<file path="config.mk">
export PLATFORM = sky130hd
export DESIGN_NAME = uart_tx_serializer_flat
export DESIGN_NICKNAME = d
export VERILOG_FILES = /design/src/rtl/uart_tx_serializer_if.sv /design/src/rtl/uart_tx_serializer.sv /design/src/flat_wrapper.sv
export SDC_FILE = /design/constraint.sdc
export NUM_CORES = 1
export LEC_CHECK = 0
export BUFFER_PORTS_ARGS = -buffer_cell sky130_fd_sc_hd__buf_2
export CAP_MARGIN = 10
export CORE_ASPECT_RATIO = 1.1
export CORE_MARGIN = 4
export CORE_UTILIZATION = 57
export CTS_CLUSTER_DIAMETER = 200
export DETAILED_ROUTE_END_ITERATION = 6
export HOLD_SLACK_MARGIN = 0.1
export PLACE_DENSITY = 0.85
export SLEW_MARGIN = 20
export SYNTH_ARGS = -nofsm -noshare
export SYNTH_HDL_FRONTEND = slang
export SYNTH_SLANG_ARGS = --single-unit
</file>
<file path="constraint.sdc">
create_clock -name clock_in -period 4.8 [get_ports clock_in]
set_clock_uncertainty 0.1 [all_clocks]
set_input_delay 0.24 -clock clock_in [delete_from_list [all_inputs] [get_ports clock_in]]
set_output_delay 0.24 -clock clock_in [all_outputs]
set_load 0.02 [all_outputs]
</file>
<file path="src/rtl/uart_tx_serializer_if.sv">
// Byte handshake from the UART store path into the TX serializer.
// The producer holds tx_valid/tx_data until tx_ready; a transfer is tx_valid & tx_ready.
interface uart_tx_serializer_if #(
  parameter int DATA_BITS = 8
);
  logic [DATA_BITS-1:0] tx_data;
  logic                 tx_valid;
  logic                 tx_ready;

  modport master (output tx_data, output tx_valid, input tx_ready);
  modport slave  (input tx_data, input tx_valid, output tx_ready);
endinterface

</file>
<file path="src/rtl/uart_tx_serializer.sv">
// UART TX serializer: the start bit appears at the first baud tick after acceptance; every tx edge lands one cycle after a tick.
// tx_ready is high only in IDLE, so one byte is held per frame and the producer waits out the frame.
module uart_tx_serializer #(
  parameter int DATA_BITS  = 8,
  parameter int PARITY_EN  = 0,
  parameter int PARITY_ODD = 0,
  parameter int STOP_BITS  = 1
) (
  input  logic                    clock_in,
  input  logic                    rst,
  input  logic                    baud_clk,
  uart_tx_serializer_if.slave     bus,
  output logic                    tx,
  output logic                    busy,
  output logic                    tx_done
);

  localparam int CW = (DATA_BITS > 1) ? $clog2(DATA_BITS) : 1;

  typedef enum logic [2:0] {
    S_IDLE,
    S_SYNC,
    S_START,
    S_DATA,
    S_PARITY,
    S_STOP
  } state_t;

  state_t               state_q;
  logic [DATA_BITS-1:0] shift_q;
  logic [CW-1:0]        bit_cnt_q;
  logic                 stop_cnt_q;
  logic                 parity_q;
  logic                 baud_clk_q;
  logic                 tx_q;
  logic                 busy_q;
  logic                 done_q;
  logic                 ready_q;
  logic                 baud_tick_d;

  // baud_clk shares clock_in's domain, so a one-register edge detector is enough.
  assign baud_tick_d = baud_clk & ~baud_clk_q;

  always_ff @(posedge clock_in or posedge rst) begin
    if (rst) begin
      state_q    <= S_IDLE;
      shift_q    <= '0;
      bit_cnt_q  <= '0;
      stop_cnt_q <= 1'b0;
      parity_q   <= 1'b0;
      baud_clk_q <= 1'b0;
      tx_q       <= 1'b1;
      busy_q     <= 1'b0;
      done_q     <= 1'b0;
      ready_q    <= 1'b1;
    end else begin
      baud_clk_q <= baud_clk;
      done_q     <= 1'b0;
      case (state_q)
        S_IDLE: begin
          tx_q <= 1'b1;
          if (bus.tx_valid && ready_q) begin
            shift_q  <= bus.tx_data;
            parity_q <= (^bus.tx_data) ^ 1'(PARITY_ODD);
            state_q  <= S_SYNC;
            busy_q   <= 1'b1;
            ready_q  <= 1'b0;
          end
        end
        S_SYNC: begin
          if (baud_tick_d) begin
            tx_q    <= 1'b0;
            state_q <= S_START;
          end
        end
        S_START: begin
          if (baud_tick_d) begin
            tx_q      <= shift_q[0];
            shift_q   <= shift_q >> 1;
            bit_cnt_q <= '0;
            state_q   <= S_DATA;
          end
        end
        S_DATA: begin
          if (baud_tick_d) begin
            if (bit_cnt_q == CW'(DATA_BITS - 1)) begin
              stop_cnt_q <= 1'b0;
              if (PARITY_EN != 0) begin
                tx_q    <= parity_q;
                state_q <= S_PARITY;
              end else begin
                tx_q    <= 1'b1;
                state_q <= S_STOP;
              end
            end else begin
              tx_q      <= shift_q[0];
              shift_q   <= shift_q >> 1;
              bit_cnt_q <= bit_cnt_q + CW'(1);
            end
          end
        end
        S_PARITY: begin
          if (baud_tick_d) begin
            tx_q       <= 1'b1;
            stop_cnt_q <= 1'b0;
            state_q    <= S_STOP;
          end
        end
        S_STOP: begin
          if (baud_tick_d) begin
            if (stop_cnt_q == 1'(STOP_BITS - 1)) begin
              state_q <= S_IDLE;
              done_q  <= 1'b1;
              busy_q  <= 1'b0;
              ready_q <= 1'b1;
            end else begin
              stop_cnt_q <= 1'b1;
            end
          end
        end
        default: begin
          state_q <= S_IDLE;
          tx_q    <= 1'b1;
          busy_q  <= 1'b0;
          ready_q <= 1'b1;
        end
      endcase
    end
  end

  assign bus.tx_ready = ready_q;
  assign tx           = tx_q;
  assign busy         = busy_q;
  assign tx_done      = done_q;

endmodule

</file>
<file path="src/flat_wrapper.sv">
// flat-port wrapper written by rule: the top's interface ports become plain ports
module uart_tx_serializer_flat 
#(
  parameter int DATA_BITS  = 8,
  parameter int PARITY_EN  = 0,
  parameter int PARITY_ODD = 0,
  parameter int STOP_BITS  = 1
)
  (clock_in, rst, baud_clk, tx, busy, tx_done, bus_tx_data, bus_tx_valid, bus_tx_ready);
  uart_tx_serializer_if #(.DATA_BITS(DATA_BITS)) bus_i ();
  input  logic clock_in;
  input  logic rst;
  input  logic baud_clk;
  output logic tx;
  output logic busy;
  output logic tx_done;
  input wire logic [$bits(bus_i.tx_data)-1:0] bus_tx_data;
  input wire logic [$bits(bus_i.tx_valid)-1:0] bus_tx_valid;
  output wire logic [$bits(bus_i.tx_ready)-1:0] bus_tx_ready;
  assign bus_i.tx_data = bus_tx_data;
  assign bus_i.tx_valid = bus_tx_valid;
  assign bus_tx_ready = bus_i.tx_ready;
  uart_tx_serializer #(.DATA_BITS(DATA_BITS), .PARITY_EN(PARITY_EN), .PARITY_ODD(PARITY_ODD), .STOP_BITS(STOP_BITS)) u_core (.clock_in(clock_in), .rst(rst), .baud_clk(baud_clk), .bus(bus_i), .tx(tx), .busy(busy), .tx_done(tx_done));
endmodule
</file>
==> qor.json <==
{
  "status": "finished, final reports clean",
  "layout.cells.most_common": "sky130_fd_sc_hd__dfrtp_1",
  "grt_start_max_net_pins": 20,
  "core_region_area_um2": 1577,
  "worstPathMaxFanout": 8,
  "cts.root.buffer_cell": "sky130_fd_sc_hd__clkbuf_4",
  "clock_tree.htree_level_count": 1,
  "detail_route.wl_per_cell_um": 13.89,
  "drt_pass1_iterations": 4,
  "syn_inst": 78,
  "postRouteAntennaNets": 0,
  "yosysWarningCount": 0,
  "horizontal_extent_of_the_die_um": 47.20,
  "finalWirelength_um": 1584,
  "synth_enable_flop_cells": 0,
  "peakVddDrop_mv": 0.3422,
  "drcViolationCount": 0,
  "layoutNonFillerInstCount": 114,
  "first_global_vias": 687,
  "top_routing_layer_in_use": "met4",
  "period_share_pct": 38.35,
  "worstSetupPathType": "input pin to register",
  "leakage_nw": 0.5290,
  "floorplan.die_area_um2": 2413,
  "cp_data_arrival_time_ns": 1.97,
  "synth_simple_gate_area_share_pct": 8.442,
  "number_of_antenna_violations_at_the_first_check_in_global_routing": 0,
  "final_period_demand_of_the_worst_path_ns": 1.841,
  "syn_avg_cell_area_um2": 12.35,
  "synth.area.mux_share_pct": 21.17,
  "grt_setup_unrepaired": "false",
  "holdWs_ns": 0.1914,
  "clk_pin_slew_ns": 0.10,
  "syn_nets": 92,
  "num-fill-cells": 120,
  "synth_compound_area_share_pct": 14.16,
  "count_of_input_and_output_buffers": 15,
  "ys_types": 31,
  "power_per_cell_area_nw_per_um2": 544.5,
  "synth_fa_ha_area_share_pct": 2.597,
  "placed_instances": 107,
  "clock-sinks": 19,
  "antenna_cells": 0,
  "drive_above_1_share_pct": 39.18,
  "syn_area_um2": 963.4,
  "postCtsResizedCells": 0,
  "finish.net_count": 112,
  "timing_worst_slew_pin_value_ns": 0.6886,
  "numCtsBuffers": 3,
  "num_rows": 15,
  "synth_top_family_by_area": "multiplexers",
  "worst_hold_path_type": "input pin to register",
  "setup.worst_path.end_class": "register",
  "globalRouteOverflowTotal": 0,
  "cts.path.max_buffers": 2,
  "required_ns": 4.93,
  "floorplan.initialDensity_pct": 61.11,
  "ys_async_sr_fraction_pct": 100.0,
  "globalRouteTotalUtil_pct": 16.17,
  "final_max_slew_viol_count": 0,
  "final_hold_viol_count": 0,
  "io_pins": 16,
  "dr_total_vias": 649,
  "setup_viol_count_final": 0,
  "postSynthRegisterBits": 19,
  "detailed_place_hpwl_um": 1190,
  "met3WireLength_um": 66,
  "wire_length_of_the_first_global_routing_pass_um": 2904,
  "most-common-layout-cells": "sky130_fd_sc_hd__dfrtp_1, sky130_fd_sc_hd__buf_2, sky130_fd_sc_hd__mux2_4, sky130_fd_sc_hd__mux2_2",
  "synth_xor_area_share_pct": 0,
  "timing.setup.tns_ns": 0,
  "synth_seq_area_share_pct": 49.61,
  "most_instantiated_flip_flop_cell_in_the_synthesis_netlist": "sky130_fd_sc_hd__dfrtp_1",
  "route.layer.met1.wl_um": 708,
  "post_drt_via_cell_ratio": 5.693,
  "die_height_um": 51.12,
  "tritoncts": "built",
  "clock_insertion_delay_worst_skew_ns": 0.28,
  "maxCapViolations": 0,
  "area_growth_pct": 13.77,
  "met2_wirelength_um": 767,
  "setup.worst_path.start_class": "input pin",
  "achievable-frequency_mhz": 543.3,
  "detail_route.iter0.violations": 9,
  "cts.repair_timing.setup_buffer_count": 0,
  "relSlewSlack_pct": 54.05,
  "gp_congestion": 0.7787
}
-- registers in the layout, indices dropped and copies added, names as in the netlist --
register and count:
u_core.tx_done 1, u_core.baud_clk_q 1, u_core.state_q 3, u_core.bus.tx_ready 1, u_core.shift_q 8, u_core.busy 1, u_core.bit_cnt_q 3, u_core.tx 1
-- cell families after synthesis --
group | after synthesis
DFF | 19
AOI/OAI and AO/OA | 18
muxes | 16
and+or+nand+nor | 15
buffers and inverters | 8
adders and majority gates | 2
-- critical path, stage by stage --
cell and delay, ns:
sky130_fd_sc_hd__dlygate4sd3_1 0.55, sky130_fd_sc_hd__buf_2 0.12, sky130_fd_sc_hd__or2b_1 0.32, sky130_fd_sc_hd__nor4_1 0.49, sky130_fd_sc_hd__mux2_2 0.25
-- power by group --
group	switching (W)	internal (W)
registers	0.0000432	0.000220
logic	0.000117	0.000139
clock network	0.0000446	0.0000322
-- cells in the mapped netlist (2+ instances only) --
cell / instances / area (µm²)
sky130_fd_sc_hd__a21oi_1: 4 / 20.02
sky130_fd_sc_hd__a22o_1: 3 / 26.28
sky130_fd_sc_hd__dfrtp_1: 17 / 425.4
sky130_fd_sc_hd__dfstp_2: 2 / 52.55
sky130_fd_sc_hd__ha_1: 2 / 25.02
sky130_fd_sc_hd__inv_1: 4 / 15.01
sky130_fd_sc_hd__mux2_2: 7 / 78.83
sky130_fd_sc_hd__mux2_4: 7 / 105.1
sky130_fd_sc_hd__mux2i_1: 2 / 20.02
sky130_fd_sc_hd__nand2_1: 4 / 15.01
sky130_fd_sc_hd__nor2_1: 3 / 11.26
sky130_fd_sc_hd__o21ai_0: 3 / 15.01
sky130_fd_sc_hd__o22ai_1: 2 / 12.51
-- per-stage QoR --
stage	setup slack (ns)	area [µm²]	power [W]	util [%]
2_1_floorplan	3.180	963.4	0.0004744	-
3_3_place_gp	3.110	1040	0.0005093	65.95
3_5_place_dp	3.049	1040	0.0005241	65.95
4_1_cts	2.984	1096	0.0006025	69.52
5_1_grt	2.884	1096	0.0006455	69.52
6_report	2.959	1096	0.0005968	69.52
-- final cells by class --
type	instances	area [µm²]	share of cell area [%]
timing repair buffer	18	105.1	9.589
multi-input combinational	51	446.7	40.75
clock buffer	4	26.28	2.397
inverter	5	18.77	1.712
tap	17	21.27	1.941
sequential	19	478.0	43.61
-- path summary, 6_finish.rpt --
| check | start | endpoint | slack [ns] | cells past startpoint |
|---|---|---|---|---|
| worst max-delay path | baud_clk | u_core.bit_cnt_q[0] | 2.96 | 5 |
| worst min-delay path | bus_tx_data[6] | u_core.shift_q[6] | 0.19 | 4 |
| worst max register to register | u_core.bit_cnt_q[0] | u_core.bit_cnt_q[0] | 3.05 | 4 |
| worst min register to register | u_core.bus.tx_ready | u_core.bus.tx_ready | 0.39 | 2 |
| max in group asynchronous | rst | u_core.shift_q[4] | 3.67 | 3 |
| min in group asynchronous | rst | u_core.bit_cnt_q[0] | 0.50 | 3 |
-- per-layer routing --
metal / vias up / global-route usage (%)
met1: 303 / 21.62
met5: - / 0
li1: 323 / -
met2: 19 / 24.89
met3: 4 / 3.873
met4: 0 / 5.991
-- repair_timing --
item,CTS,global route
hold buffers,3,0
setup endpoints to repair,0,0
hold endpoints to repair,19,0
Note: power is estimated with default switching activity, not from simulation.
